## src/rtl/cnn_pkg.sv

```systemverilog
// Shared types and default constants for the convolution tile engine.
// Holds the FSM encoding used by conv_tile_engine.
package cnn_pkg;

  typedef enum logic [1:0] {
    S_IDLE,
    S_FETCH,
    S_DRAIN,
    S_WRITE
  } state_t;

  localparam int DATA_W_D    = 16;
  localparam int ACC_W_D     = 32;
  localparam int K_D         = 3;
  localparam int TILE_D      = 2;
  localparam int STRIDE_D    = 3;
  localparam int NUM_FILT_D  = 4;
  localparam int COORD_W_D   = 4;
  localparam int OUT_SHIFT_D = 16;
  localparam int OUT_AW_D    = 8;

endpackage

```

## src/rtl/conv_mac_unit.sv

```systemverilog
// Signed multiply-accumulate with shift, ReLU and saturation
// postprocessing for one convolution window.
module conv_mac_unit
  import cnn_pkg::*;
#(
  parameter int DATA_W    = DATA_W_D,
  parameter int ACC_W     = ACC_W_D,
  parameter int OUT_SHIFT = OUT_SHIFT_D
) (
  input  logic                     clk,
  input  logic                     reset,
  input  logic                     clear,
  input  logic                     valid,
  input  logic signed [DATA_W-1:0] in_data,
  input  logic signed [DATA_W-1:0] wt_data,
  input  logic                     relu_en,
  input  logic                     sat_en,
  output logic        [DATA_W-1:0] result
);

  localparam logic signed [ACC_W-1:0] SMAX =
    {{(ACC_W-DATA_W+1){1'b0}}, {(DATA_W-1){1'b1}}};
  localparam logic signed [ACC_W-1:0] SMIN =
    {{(ACC_W-DATA_W+1){1'b1}}, {(DATA_W-1){1'b0}}};

  logic signed [2*DATA_W-1:0] prod;
  logic signed [ACC_W-1:0]    acc;
  logic signed [ACC_W-1:0]    s;

  assign prod = in_data * wt_data;

  always_ff @(posedge clk or negedge reset) begin
    if (!reset) begin
      acc <= '0;
    end else if (clear) begin
      acc <= '0;
    end else if (valid) begin
      acc <= acc + ACC_W'(prod);
    end
  end

  always_comb begin
    s = acc >>> OUT_SHIFT;
    if (relu_en && s < 0) begin
      s = '0;
    end
    if (sat_en) begin
      if (s > SMAX) begin
        s = SMAX;
      end else if (s < SMIN) begin
        s = SMIN;
      end
    end
    result = s[DATA_W-1:0];
  end

endmodule

```

## src/rtl/conv_tile_engine.sv

```systemverilog
// Tile-level convolution sequencer: walks filters, output windows
// and kernel taps, and writes one postprocessed result per window.
module conv_tile_engine
  import cnn_pkg::*;
#(
  parameter int DATA_W    = DATA_W_D,
  parameter int ACC_W     = ACC_W_D,
  parameter int K         = K_D,
  parameter int TILE      = TILE_D,
  parameter int STRIDE    = STRIDE_D,
  parameter int NUM_FILT  = NUM_FILT_D,
  parameter int COORD_W   = COORD_W_D,
  parameter int OUT_SHIFT = OUT_SHIFT_D,
  parameter int OUT_AW    = OUT_AW_D
) (
  input  logic                 clk,
  input  logic                 reset,
  input  logic                 start,
  input  logic [COORD_W-1:0]   origin_x,
  input  logic [COORD_W-1:0]   origin_y,
  input  logic [OUT_AW-1:0]    out_base,
  input  logic                 relu_en,
  input  logic                 sat_en,
  output logic                 busy,
  output logic                 done,
  output logic [2*COORD_W-1:0] in_addr,
  input  logic [DATA_W-1:0]    in_data,
  output logic [$clog2(NUM_FILT)+$clog2(K*K)-1:0] wt_addr,
  input  logic [DATA_W-1:0]    wt_data,
  output logic                 wr_en,
  output logic [OUT_AW-1:0]    wr_addr,
  output logic [DATA_W-1:0]    wr_data
);

  localparam int KW  = (K > 1) ? $clog2(K) : 1;
  localparam int TW  = (TILE > 1) ? $clog2(TILE) : 1;
  localparam int FW  = $clog2(NUM_FILT);
  localparam int KKW = $clog2(K*K);

  state_t state, state_n;

  logic [KW-1:0]      kx, ky;
  logic [TW-1:0]      tx, ty;
  logic [FW-1:0]      filt;
  logic [COORD_W-1:0] ox, oy;
  logic [OUT_AW-1:0]  base;
  logic               relu_q, sat_q;
  logic               fetch_d;
  logic               accept;
  logic               last_tap;
  logic               last_win;
  logic [COORD_W-1:0] ax, ay;
  logic [DATA_W-1:0]  result;

  assign accept   = start && !busy;
  assign last_tap = (kx == KW'(K-1)) && (ky == KW'(K-1));
  assign last_win = (tx == TW'(TILE-1)) && (ty == TW'(TILE-1)) &&
                    (filt == FW'(NUM_FILT-1));

  always_ff @(posedge clk or negedge reset) begin
    if (!reset) begin
      state   <= S_IDLE;
      done    <= 1'b0;
      fetch_d <= 1'b0;
    end else begin
      state   <= state_n;
      done    <= (state == S_WRITE) && last_win;
      fetch_d <= (state == S_FETCH);
    end
  end

  always_comb begin
    state_n = state;
    unique case (state)
      S_IDLE:  if (accept) state_n = S_FETCH;
      S_FETCH: if (last_tap) state_n = S_DRAIN;
      S_DRAIN: state_n = S_WRITE;
      S_WRITE: state_n = last_win ? S_IDLE : S_FETCH;
      default: state_n = S_IDLE;
    endcase
  end

  always_ff @(posedge clk or negedge reset) begin
    if (!reset) begin
      ox     <= '0;
      oy     <= '0;
      base   <= '0;
      relu_q <= 1'b0;
      sat_q  <= 1'b0;
    end else if (accept) begin
      ox     <= origin_x;
      oy     <= origin_y;
      base   <= out_base;
      relu_q <= relu_en;
      sat_q  <= sat_en;
    end
  end

  always_ff @(posedge clk or negedge reset) begin
    if (!reset) begin
      kx   <= '0;
      ky   <= '0;
      tx   <= '0;
      ty   <= '0;
      filt <= '0;
    end else begin
      unique case (state)
        S_IDLE: begin
          if (accept) begin
            kx   <= '0;
            ky   <= '0;
            tx   <= '0;
            ty   <= '0;
            filt <= '0;
          end
        end
        S_FETCH: begin
          if (kx == KW'(K-1)) begin
            kx <= '0;
            ky <= (ky == KW'(K-1)) ? '0 : ky + 1'b1;
          end else begin
            kx <= kx + 1'b1;
          end
        end
        S_WRITE: begin
          if (tx == TW'(TILE-1)) begin
            tx <= '0;
            if (ty == TW'(TILE-1)) begin
              ty   <= '0;
              filt <= (filt == FW'(NUM_FILT-1)) ? '0 : filt + 1'b1;
            end else begin
              ty <= ty + 1'b1;
            end
          end else begin
            tx <= tx + 1'b1;
          end
        end
        default: ;
      endcase
    end
  end

  assign ax = ox + COORD_W'(tx * STRIDE) + COORD_W'(kx);
  assign ay = oy + COORD_W'(ty * STRIDE) + COORD_W'(ky);

  always_comb begin
    busy    = (state != S_IDLE) || done;
    in_addr = '0;
    wt_addr = '0;
    wr_en   = 1'b0;
    wr_addr = '0;
    wr_data = '0;
    if (state == S_FETCH) begin
      in_addr = {ay, ax};
      wt_addr = {filt, KKW'(ky * K + kx)};
    end
    if (state == S_WRITE) begin
      wr_en   = 1'b1;
      wr_addr = base + OUT_AW'(filt * TILE * TILE + ty * TILE + tx);
      wr_data = result;
    end
  end

  // Data for tap n arrives with tap n+1's address, so the first
  // tap of a window clears while nothing is valid yet.
  conv_mac_unit #(
    .DATA_W    (DATA_W),
    .ACC_W     (ACC_W),
    .OUT_SHIFT (OUT_SHIFT)
  ) u_mac (
    .clk     (clk),
    .reset   (reset),
    .clear   ((state == S_FETCH) && (kx == '0) && (ky == '0)),
    .valid   (fetch_d),
    .in_data (in_data),
    .wt_data (wt_data),
    .relu_en (relu_q),
    .sat_en  (sat_q),
    .result  (result)
  );

endmodule

```

## config.mk

```make
export PLATFORM = sky130hd
export DESIGN_NAME = conv_tile_engine
export DESIGN_NICKNAME = d
export VERILOG_FILES = /design/src/rtl/cnn_pkg.sv /design/src/rtl/conv_mac_unit.sv /design/src/rtl/conv_tile_engine.sv
export SDC_FILE = /design/constraint.sdc
export NUM_CORES = 1
export LEC_CHECK = 0
export CAP_MARGIN = 25
export CORE_ASPECT_RATIO = 1.2
export CORE_UTILIZATION = 45
export CTS_CLUSTER_DIAMETER = 40
export CTS_CLUSTER_SIZE = 30
export DETAILED_ROUTE_END_ITERATION = 8
export SETUP_SLACK_MARGIN = 0.15
export SYNTH_ARGS = -nofsm -noshare
export SYNTH_HDL_FRONTEND = slang
export SYNTH_HIERARCHICAL = 1
export SYNTH_SLANG_ARGS = --single-unit
export TNS_END_PERCENT = 30
```

## constraint.sdc

```tcl
create_clock -name clk -period 13.96 [get_ports clk]
set_input_delay 3.49 -clock clk [delete_from_list [all_inputs] [get_ports clk]]
set_output_delay 3.49 -clock clk [all_outputs]
set_load 0.02 [all_outputs]
```

-- Word-level counts from Yosys, hierarchy flattened
Cells that the tools add are included.
- word-level logic and storage cells: 100
- flip-flop bits (word level): 62
- bits of input ports: 53
- $lt $le $gt $ge: 3
- equal/unequal tests: 11
- add/subtract/negate cells: 14
- multipliers: 4
- reductions and logical operators: 23
- multiplexer cells: 31
- operators by type and width (cell ; number):
    two-way mux 32 bit ; 3
    two-way mux 16 bit ; 4
    adder 32 bit ; 1
    greater-than comparator 32 x 16 -> 1 bit, second input constant ; 1
    less-than comparator 32 x 16 -> 1 bit, second input constant ; 1
    multiplier 16 x 16 -> 32 bit ; 1
    two-way mux 2 bit ; 9
    less-than comparator 16 x 1 -> 1 bit, second input constant ; 1
    two-way mux 8 bit ; 2
    adder 4 x 2 -> 4 bit ; 3
    one-hot mux 2 bit (2 select lines) ; 3
    equality test 2 bit, second input constant ; 5
    inequality test 2 bit, second input constant ; 5
    adder 4 x 3 -> 4 bit ; 2
    adder 8 x 6 -> 8 bit ; 1
    logical AND 1 bit ; 8
    one-hot mux 2 bit (4 select lines) ; 1
    nonzero test 2 bit ; 4
    adder 2 x 1 -> 2 bit, second input constant ; 3
    adder 5 x 1 -> 6 bit ; 1
    zero test 2 bit ; 3
    multiplier 1 x 2 -> 3 bit, second input constant ; 2
    two-way mux 1 bit ; 6
    two-way mux 6 bit ; 1
    10 further kinds ; 15

-- Logic depth before layout (Yosys ltp)
Gate-level depths: netlist (run 1).
- depth in word-level cells: 8
- mapped depth: 23
- mapped depth without buffers: 22

-- Hierarchy
The synthesis (run 1) kept the hierarchy.
- by module, submodules not included (module ; cells each ; area each (um2) ; times used):
    conv_mac_unit ; 1315 ; 12354.3 ; 1
    conv_tile_engine ; 202 ; 2148.3 ; 1

-- Worst setup path before layout (run 1)
OpenSTA, ideal clock, no wires.
- kind: input port to flip-flop
- from: in wt_data[1]
- to: reg u_mac.acc[31]
- path slack: 4.779 ns
- data required time: 13.873 ns
- stages on the path: 21
- path buffers: 1
- arrival time: 9.094 ns
- cells stage by stage: clkbuf_1 > nand2_1 > inv_1 > fa_1 > inv_1 > fa_1 > inv_1 > fa_1 > fa_1 > fa_1 > inv_1 > fa_1 > inv_1 > ha_1 > a21oi_1 > o21ai_0 > or3_1 > o21ai_2 > o2111ai_2 > xnor2_1 > a211oi_2
- word-level cells in the longest chain between the ends: 4
- ends and longest elaborated chain (item ; RTL line ; text):
    from (decl) ; conv_tile_engine.sv:29 ; input logic [DATA_W-1:0] wt_data,
    multiplier 16 x 16 -> 32 bit ; conv_mac_unit.sv:30 ; assign prod = in_data * wt_data;
    adder 32 bit ; conv_mac_unit.sv:38 ; acc <= acc + ACC_W'(prod);
    two-way mux 32 bit ; conv_mac_unit.sv:37 ; end else if (valid) begin
    two-way mux 32 bit ; conv_mac_unit.sv:35 ; end else if (clear) begin
    to (signal assigned) ; conv_mac_unit.sv:38 ;
    to (decl) ; conv_mac_unit.sv:27 ; logic signed [ACC_W-1:0] acc;
No other way between the ends. The select of a mux whose other input is x is not followed.
A chain may end at the register's enable or synchronous reset.

-- Worst setup path after layout (run 1)
Same ends and word-level chain as after synthesis.

==> results of run 1 <==
[registers in the layout, summed over array words and instances, names as in the netlist]
| register | count |
|---|---|
| fetch_d | 1 |
| tx | 1 |
| base | 8 |
| u_mac/acc | 32 |
| relu_q | 1 |
| state | 2 |
| done | 1 |
| oy | 4 |
| ky | 2 |
| ty | 1 |
| kx | 2 |
| filt | 2 |
| ox | 4 |
[cell type report]
cell class	count	area (um2)
clock buffers	10	229
inverters	365	1370
flip-flops and latches	61	1530
multi-input cells	1041	11300
repair buffers	99	976
well taps	401	502
clock inverters	6	62.6
fillers	3014	15400
[worst min-delay path by stage]
stage | from | end | slack [ns]
floorplan | u_mac/acc[16] | u_mac/acc[16] | 0.48
global placement | ox[1] | ox[1] | 0.49
detailed placement | ox[1] | ox[1] | 0.50
CTS | ox[1] | ox[1] | 0.51
global route | ox[1] | ox[1] | 0.52
finish | ox[1] | ox[1] | 0.50
[critical path: stages]
cell             delay [ns]
clkdlybuf4s50_1        0.81
nand2_1                0.36
inv_1                  0.10
fa_1                   0.73
inv_1                  0.12
fa_1                   0.57
inv_1                  0.30
fa_1                   0.50
fa_1                   0.51
fa_1                   0.49
inv_1                  0.06
fa_1                   0.53
inv_1                  0.04
ha_1                   0.37
a21oi_1                0.18
o21ai_0                0.19
or3_1                  0.43
o21ai_2                0.15
o2111ai_2              0.15
xnor2_1                0.17
a211oi_2               0.21
[through the flow]
| step | std cells | utilization, % | hold WS, ns |
|---|---|---|---|
| CTS | 1983 | 50.9 | 0.511 |
| floorplan | 1515 | - | 0.476 |
| global placement | 1966 | 49.9 | 0.493 |
| global route | 1983 | 50.9 | 0.517 |
| finish | 1983 | 50.9 | 0.504 |
| detailed placement | 1967 | 50.0 | 0.497 |
[per-layer routing]
metal,share of wire (%),vias up
met3,3.5,25
met4,1.2,0
met2,49,182
met5,0,-
met1,46,5152
li1,-,4685
==> metrics.md, run 1 <==
| Metric | Value |
|---|---|
| Fraction of layout cells with a size suffix above 1 | `3.98%` |
| Synthesized net count | `1983` |
| Synthesized instance count | `1515` |
| Root Driver | `clkbuf_16` |
| CTS tree | `yes` |
| Most common cell after layout, fill and taps aside | `inv_1` |
| Minimum clock period after layout | `10.25 ns` |
| Worst reg2reg endpoint | `u_mac/acc[26]` |
| DP Worst Slack | `3.39 ns` |
| Num CTS Buffers | `9` |
| Routing usage on met2 | `38.2%` |
| Largest net degree at the start of global routing | `62` |
| Busiest layer in global routing | `met2` |
| WHS Path Cells | `1` |
| Reg clk slew, reported paths | `0.06 ns` |
| RSZ-0062 raised after global routing | `no` |
| # clock sinks | `61` |
| Placed inst area | `15700 um2` |
| Hold_buf cts | `0` |
| Final wirelength | `32.9 mm` |
| Max_cap viols | `0` |
| Relative slew slack | `37.1%` |
| Max Root-Sink Buffers | `2` |
| Vias in the first global route | `11200` |
| Crit-path max FO | `16` |
| Worst-Margin Slew | `0.943 ns` |
| Port Buffers | `92` |
| Detailed Routing Iterations Pass 1 | `7` |
| Die W | `166 um` |
| CP endpoint kind | `flip-flop` |
| Met1 usage | `29.9%` |
| Setup-failing EPs final | `0` |
| Outcome | `finished with violations` |
| Initial Utilization | `46.0%` |
| Final worst slack | `3.71 ns` |
| Syn avg cell area | `9.55 um2` |
| Nets | `2045` |
| Via count | `10000` |
| Final Hold Viols | `0` |
| Most frequent cells in the layout | `inv_1, fa_1, and2_1` |
| Syn. warnings | `6` |
| R2R depth | `17` |
| Critical Path Source | `wt_data[1]` |
| Area Overhead vs Synth | `10.7%` |
| Setup CP Type | `in -> reg` |
| Reg2reg start | `u_mac/acc[15]` |
| First-pass GRT wire length | `57.8 mm` |
| DRC violations left | `6` |
| Core ar. | `31400 um2` |
| Crit start category | `input port` |
| GRT overflow | `0` |
| Post-route cell area | `16000 um2` |
| CTS resizes | `0` |
| Top-level I/O count | `94` |
| Number of post-CTS setup repair buffers | `0` |
| Fmax | `0.0976 GHz` |
| # rows | `71` |
| Crit path to | `u_mac/acc[31]` |
| Die area | `32900 um2` |
| Fin crit share | `73.4%` |
| Antenna violations before repair | `0` |
| FF-to-FF setup slack | `8.77 ns` |
| Drt wl/cell | `16.6 um` |
| Final setup skew | `0.00918 ns` |
| GRT Overall Usage | `22.0%` |
| Antenna viol nets, final | `0` |
| Worst Hold Class | `reg -> reg` |
| Post-DP HPWL | `27.1 mm` |
| Met3 global-route usage | `2.55%` |
| Failing checks | `DRC` |
| Syn Std Cell Area | `14500 um2` |
| Antenna diode count | `0` |
| WP data arrival | `10.50 ns` |
| Chip height | `198 um` |
| # H-tree levels | `3` |
| Global placement routability congestion | `0.820` |
| Req. time, crit path | `14.21 ns` |
| Worst-Skew Late Latency | `0.33 ns` |
| Total Neg Setup Slack | `0 ns` |
| Vias per inst | `5.07` |
| Final Slew Violations | `0` |
| Iter 0 DRT Violations | `396` |
Power of run 1 is left out: the tool's default activity adds up to more than one toggle a clock period on the data nets, which glitch-free logic cannot reach.
==> run 2, diff against run 1 <==
--- a/config.mk
+++ b/config.mk
@@ -11,6 +11,7 @@
 export CTS_CLUSTER_DIAMETER = 40
 export CTS_CLUSTER_SIZE = 30
 export DETAILED_ROUTE_END_ITERATION = 8
+export PLACE_DENSITY = 0.66
 export SETUP_SLACK_MARGIN = 0.15
 export SYNTH_ARGS = -nofsm -noshare
 export SYNTH_HDL_FRONTEND = slang
==> constraint.sdc (replaced) <==
create_clock -name clk -period 8.8 [get_ports clk]
set_input_delay 2.2 -clock clk [delete_from_list [all_inputs] [get_ports clk]]
set_output_delay 2.2 -clock clk [all_outputs]
set_load 0.02 [all_outputs]
==> metrics.md, run 2 (synthesis results as in run 1) <==
| Metric | Value |
|---|---|
| Outcome | `finished with violations (unchanged)` |
| Failing checks | `DRC (unchanged)` |
| CTS resizes | `0 (unchanged)` |
| WHS Path Cells | `1 (unchanged)` |
| Reg2reg start | `u_mac/acc[15] (unchanged)` |
| RSZ-0062 raised after global routing | `no (unchanged)` |
| Hold Path Sink | `ox[1] (unchanged)` |
| Setup CP Type | `in -> reg (unchanged)` |
| Final worst slack | `0.461 ns (was 3.71 ns)` |
| Req. time, crit path | `9.01 ns (was 14.21 ns)` |
| GRT Overall Usage | `21.6% (was 22.0%)` |
| Final Hold Viols | `0 (unchanged)` |
| CTS tree | `yes (unchanged)` |
| Reg clk slew, reported paths | `0.06 ns (about the same)` |
| Most common cell after layout, fill and taps aside | `inv_1 (unchanged)` |
| Detailed Routing Iterations Pass 1 | `7 (unchanged)` |
| First-pass GRT wire length | `57.2 mm (was 57.8 mm)` |
| Met3 global-route usage | `2.87% (was 2.55%)` |
| Port Buffers | `92 (unchanged)` |
| Fraction of layout cells with a size suffix above 1 | `7.09% (was 3.98%)` |
| Slowest stage delay, CP | `0.71 ns (was 0.81 ns)` |
| Via count | `10300 (was 10000)` |
| CP max-delay cell | `clkdlybuf4s50_1 (unchanged)` |
| Root Driver | `clkbuf_16 (unchanged)` |
| Antenna violations before repair | `0 (unchanged)` |
| Hold Slack | `0.511 ns (was 0.504 ns)` |
| Vias in the first global route | `11300 (was 11200)` |
| Fmax | `0.120 GHz` |
| Crit-path max FO | `8 (was 16)` |
| Top-level I/O count | `94 (unchanged)` |
| # clock sinks | `61 (unchanged)` |
| Core ar. | `31400 um2 (unchanged)` |
| Max Root-Sink Buffers | `2 (unchanged)` |
| Routing usage on met2 | `37.8% (was 38.2%)` |
| Global placement routability congestion | `0.883 (was 0.820)` |
| Antenna diode count | `0 (unchanged)` |
| R2R depth | `18 (was 17)` |
| Crit start category | `input port (unchanged)` |
| Top flop regs | `u_mac/acc x32, base x8 (unchanged)` |
| DRC violations left | `14 (was 6)` |
| # H-tree levels | `3 (unchanged)` |
| Die area | `32900 um2 (unchanged)` |
| Relative slew slack | `37.1% (about the same)` |
| Register area | `1530 um2 (unchanged)` |
| Number of post-CTS setup repair buffers | `0 (unchanged)` |
| # rows | `71 (unchanged)` |
| GRT overflow | `0 (unchanged)` |
| Total Neg Setup Slack | `0 ns (unchanged)` |
| Vias per inst | `5.06 (was 5.07)` |
| CP Buf/Inv Count | `6 (unchanged)` |
| Final wirelength | `32.6 mm (was 32.9 mm)` |
| Critical-path cell list | `clkdlybuf4s50_1 -> nand2_1 -> inv_1 -> fa_1 -> fa_1 -> inv_1 -> fa_1 -> inv_1 -> fa_1 -> fa_1 -> inv_1 -> fa_1 -> inv_1 -> ha_1 -> a21o_1 -> a21o_1 -> a21oi_1 -> nand3_2 -> o211ai_1 -> a21oi_1 -> xnor2_1 -> o21ai_1 (was clkdlybuf4s50_1 -> nand2_1 -> inv_1 -> fa_1 -> inv_1 -> fa_1 -> inv_1 -> fa_1 -> fa_1 -> fa_1 -> inv_1 -> fa_1 -> inv_1 -> ha_1 -> a21oi_1 -> o21ai_0 -> or3_1 -> o21ai_2 -> o2111ai_2 -> xnor2_1 -> a211oi_2)` |
| CP delay by family, top | `adder cells (unchanged)` |
| Most frequent cells in the layout | `inv_1, fa_1, and2_1 (unchanged)` |
| Drt wl/cell | `16.0 um (was 16.6 um)` |
| Final Non-Filler Cells | `2036 (was 1983)` |
| Setup-failing EPs final | `0 (unchanged)` |
| Placed Cells incl. Taps | `2020 (was 1967)` |
| Hold Crit Start | `ox[1] (unchanged)` |
| Max reg flops | `32 (unchanged)` |
| Post-DP HPWL | `27.8 mm (was 27.1 mm)` |
| Final setup skew | `0.00490 ns (was 0.00918 ns)` |
| Antenna viol nets, final | `0 (unchanged)` |
| Busiest layer in global routing | `met2 (unchanged)` |
| Worst-Margin Slew | `0.943 ns (about the same)` |
| Iter 0 DRT Violations | `426 (was 396)` |
| Initial Utilization | `46.0% (unchanged)` |
| Fill cell count | `2910 (was 3014)` |
| Minimum clock period after layout | `8.34 ns` |
| Largest net degree at the start of global routing | `62 (unchanged)` |
| Chip height | `198 um (unchanged)` |
| Hold_buf cts | `0 (unchanged)` |
| Worst path most repeated cell | `fa_1 (unchanged)` |
| DP Worst Slack | `0.172 ns (was 3.39 ns)` |
| Nets | `2098 (was 2045)` |
| Area Overhead vs Synth | `13.9% (was 10.7%)` |
| Die W | `166 um (unchanged)` |
| Final Slew Violations | `0 (unchanged)` |
| Worst reg2reg endpoint | `u_mac/acc[30] (was u_mac/acc[26])` |
| WP data arrival | `8.55 ns (was 10.50 ns)` |
| FF-to-FF setup slack | `3.63 ns (was 8.77 ns)` |
| Max_cap viols | `0 (unchanged)` |
| Met1 usage | `28.7% (was 29.9%)` |
| Worst-Skew Late Latency | `0.33 ns (about the same)` |
| Most flops, register | `u_mac/acc (unchanged)` |
| Fin crit share | `94.8%` |
| CP endpoint kind | `flip-flop (unchanged)` |
| Multi-input gate area | `11300 um2 (unchanged)` |
| Num CTS Buffers | `9 (unchanged)` |
| Worst Hold Class | `reg -> reg (unchanged)` |
-- run 2: changes by cell type in the layout (fill, tap and decap cells not counted), sizes merged --
cell | before | now
buf | 8 | 61
clkbuf | 10 | 12
clkinv | 6 | 4
bufinv | 1 | 2
inv | 364 | 363
-- run 2: layout make-up --
cell class,count,share of cell area (%)
clock inverters,4,0.425
repair buffers,152,8.57
well taps,401,3.05
inverters,365,8.31
flip-flops and latches,61,9.26
multi-input cells,1041,68.8
clock buffers,12,1.56
-- run 2: through the flow --
step / area (um2) / util, %
6_report: 16500 / 52.4
5_1_grt: 16500 / 52.4
4_1_cts: 16500 / 52.4
3_5_place_dp: 16200 / 51.4
3_3_place_gp: 16100 / 51.3
2_1_floorplan: 14500 / -
-- run 2: layer usage --
layer | vias to the layer above | part of all wire, %
li1 | 4788 | -
met3 | 38 | 4.5
met1 | 5249 | 44
met4 | 0 | 2.2
met5 | - | 0
met2 | 234 | 49
-- run 2: worst max-delay path by stage --
stage / start / end / slack, ns / depth (start not counted)
after floorplan: wt_data[1] / u_mac/acc[31] / 0.91 / 21
final: wt_data[2] / u_mac/acc[30] / 0.46 / 22
after global placement: wt_data[2] / u_mac/acc[31] / 0.21 / 21
after detailed placement: wt_data[2] / u_mac/acc[31] / 0.17 / 21
after CTS: wt_data[2] / u_mac/acc[31] / 0.47 / 21
after global routing: wt_data[2] / u_mac/acc[29] / 0.19 / 22
Power of run 2 is left out for the same reason.
==> run 3, diff against run 2 <==
--- a/config.mk
+++ b/config.mk
@@ -5,7 +5,7 @@
 export SDC_FILE = /design/constraint.sdc
 export NUM_CORES = 1
 export LEC_CHECK = 0
-export CAP_MARGIN = 25
+export CAP_MARGIN = 40
 export CORE_ASPECT_RATIO = 1.2
 export CORE_UTILIZATION = 45
 export CTS_CLUSTER_DIAMETER = 40
==> metrics.md, run 3 (synthesis results as in run 1) <==
| Metric | Value |
|---|---|
| Outcome | `finished with violations (unchanged)` |
| Failing checks | `DRC (unchanged)` |
| Global placement routability congestion | `0.883 (unchanged)` |
| Root Driver | `clkbuf_16 (unchanged)` |
| Worst path most repeated cell | `fa_1 (unchanged)` |
| Most frequent cells in the layout | `inv_1, fa_1, and2_1 (unchanged)` |
| Die area | `32900 um2 (unchanged)` |
| Fin crit share | `93.9% (was 94.8%)` |
| Fill cell count | `2895 (was 2910)` |
| DP Worst Slack | `0.166 ns (was 0.172 ns)` |
| # H-tree levels | `3 (unchanged)` |
| Die W | `166 um (unchanged)` |
| DRC violations left | `14 (unchanged)` |
| Core ar. | `31400 um2 (unchanged)` |
| GRT overflow | `0 (unchanged)` |
| Final Hold Viols | `0 (unchanged)` |
| Via count | `10100 (was 10300)` |
| Worst-Skew Late Latency | `0.33 ns (about the same)` |
| # clock sinks | `61 (unchanged)` |
| Iter 0 DRT Violations | `365 (was 426)` |
| Largest net degree at the start of global routing | `62 (unchanged)` |
| Chip height | `198 um (unchanged)` |
| Hold_buf cts | `0 (unchanged)` |
| Worst-Margin Slew | `0.792 ns (was 0.943 ns)` |
| Minimum clock period after layout | `8.27 ns (was 8.34 ns)` |
| # rows | `71 (unchanged)` |
| Slowest stage delay, CP | `0.66 ns (was 0.71 ns)` |
| Final setup skew | `0.00636 ns (was 0.00490 ns)` |
| Area Overhead vs Synth | `14.0% (was 13.9%)` |
| Most flops, register | `u_mac/acc (unchanged)` |
| Setup-failing EPs final | `0 (unchanged)` |
| Detailed Routing Iterations Pass 1 | `7 (unchanged)` |
| RSZ-0062 raised after global routing | `no (unchanged)` |
| Nets | `2099 (was 2098)` |
| GRT Overall Usage | `21.8% (was 21.6%)` |
| WP data arrival | `8.46 ns (was 8.55 ns)` |
| Drt wl/cell | `16.0 um (about the same)` |
| CTS resizes | `0 (unchanged)` |
| CTS tree | `yes (unchanged)` |
| Max_cap viols | `0 (unchanged)` |
| Antenna viol nets, final | `0 (unchanged)` |
| Req. time, crit path | `8.99 ns (was 9.01 ns)` |
| Total Neg Setup Slack | `0 ns (unchanged)` |
| Max reg flops | `32 (unchanged)` |
| Number of post-CTS setup repair buffers | `0 (unchanged)` |
| Critical-path cell list | `clkdlybuf4s50_1 -> buf_4 -> and2_1 -> fa_1 -> inv_1 -> fa_1 -> fa_1 -> inv_1 -> fa_1 -> fa_1 -> inv_1 -> fa_1 -> inv_1 -> ha_1 -> a21oi_1 -> nor2_1 -> a211oi_2 -> o31ai_4 -> o31a_1 -> or3_1 -> nand3_1 -> a21oi_1 (was clkdlybuf4s50_1 -> nand2_1 -> inv_1 -> fa_1 -> fa_1 -> inv_1 -> fa_1 -> inv_1 -> fa_1 -> fa_1 -> inv_1 -> fa_1 -> inv_1 -> ha_1 -> a21o_1 -> a21o_1 -> a21oi_1 -> nand3_2 -> o211ai_1 -> a21oi_1 -> xnor2_1 -> o21ai_1)` |
| Worst Hold Class | `reg -> reg (unchanged)` |
| Fraction of layout cells with a size suffix above 1 | `7.15% (was 7.09%)` |
| CP max-delay cell | `clkdlybuf4s50_1 (unchanged)` |
| Setup CP Type | `in -> reg (unchanged)` |
| Vias per inst | `4.98 (was 5.06)` |
| Top-level I/O count | `94 (unchanged)` |
| Crit-path max FO | `8 (unchanged)` |
| Vias in the first global route | `11300 (about the same)` |
| Final worst slack | `0.535 ns (was 0.461 ns)` |
| Layout Utilization | `52.4% (about the same)` |
| Final wirelength | `32.5 mm (was 32.6 mm)` |
| Fmax | `0.121 GHz (was 0.120 GHz)` |
| CP delay by family, top | `adder cells (unchanged)` |
| Antenna diode count | `0 (unchanged)` |
| Reg clk slew, reported paths | `0.05 ns (was 0.06 ns)` |
| Num CTS Buffers | `9 (unchanged)` |
| CP Buf/Inv Count | `6 (unchanged)` |
| Crit start category | `input port (unchanged)` |
| Register area | `1530 um2 (unchanged)` |
| Most common cell after layout, fill and taps aside | `inv_1 (unchanged)` |
| Final Slew Violations | `0 (unchanged)` |
| Max Root-Sink Buffers | `2 (unchanged)` |
| Antenna violations before repair | `0 (unchanged)` |
| First-pass GRT wire length | `57.5 mm (was 57.2 mm)` |
| Relative slew slack | `47.1% (was 37.1%)` |
| Multi-input gate area | `11300 um2 (unchanged)` |
| Top flop regs | `u_mac/acc x32, base x8 (unchanged)` |
| Post-DP HPWL | `27.8 mm (about the same)` |
| Initial Utilization | `46.0% (unchanged)` |
| Port Buffers | `92 (unchanged)` |
| CP endpoint kind | `flip-flop (unchanged)` |
[run 3: area by class of cell]
class / instances / area share, %
Inverter: 365 / 8.31
Clock buffer: 12 / 1.56
Timing Repair Buffer: 153 / 8.65
Multi-Input combinational cell: 1041 / 68.8
Tap cell: 401 / 3.04
Sequential cell: 61 / 9.26
Clock inverter: 4 / 0.425
[run 3: per-layer routing]
metal	up-vias	global-route usage [%]	wire length [um]
met3	24	3.14	1270
li1	4785	-	-
met2	178	38.4	16400
met5	-	0	0
met4	0	3.46	385
met1	5148	29.0	14500
[run 3: worst paths after layout]
check / startpoint / to / slack (ns) / cells past startpoint
min in group asynchronous: reset / ox[2] / 2.05 / 2
worst min register to register: ox[2] / ox[2] / 0.51 / 1
worst max-delay path: in_data[8] / u_mac/acc[23] / 0.53 / 22
worst min-delay path: ox[2] / ox[2] / 0.51 / 1
max in group asynchronous: reset / u_mac/acc[23] / 6.24 / 2
worst max register to register: u_mac/acc[15] / u_mac/acc[30] / 3.65 / 18
[run 3: per-stage QoR]
step / area, um2 / hold slack (ns) / std cells
after CTS: 16500 / 0.516 / 2037
after detailed placement: 16200 / 0.504 / 2021
after floorplan: 14500 / 0.476 / 1515
final: 16500 / 0.508 / 2037
after global routing: 16500 / 0.539 / 2037
after global placement: 16100 / 0.493 / 2019
[run 3: worst reg2reg max path, delay by kind of cell, from the launching register on]
kind / cells / cell delay (ns)
compound gates: 6 / 1.19
xor+xnor: 1 / 0.25
fa+ha+maj: 6 / 2.85
buf+inv: 4 / 0.24
flops: 1 / 0.35
simple gates: 1 / 0.15
Power of run 3 is left out for the same reason.
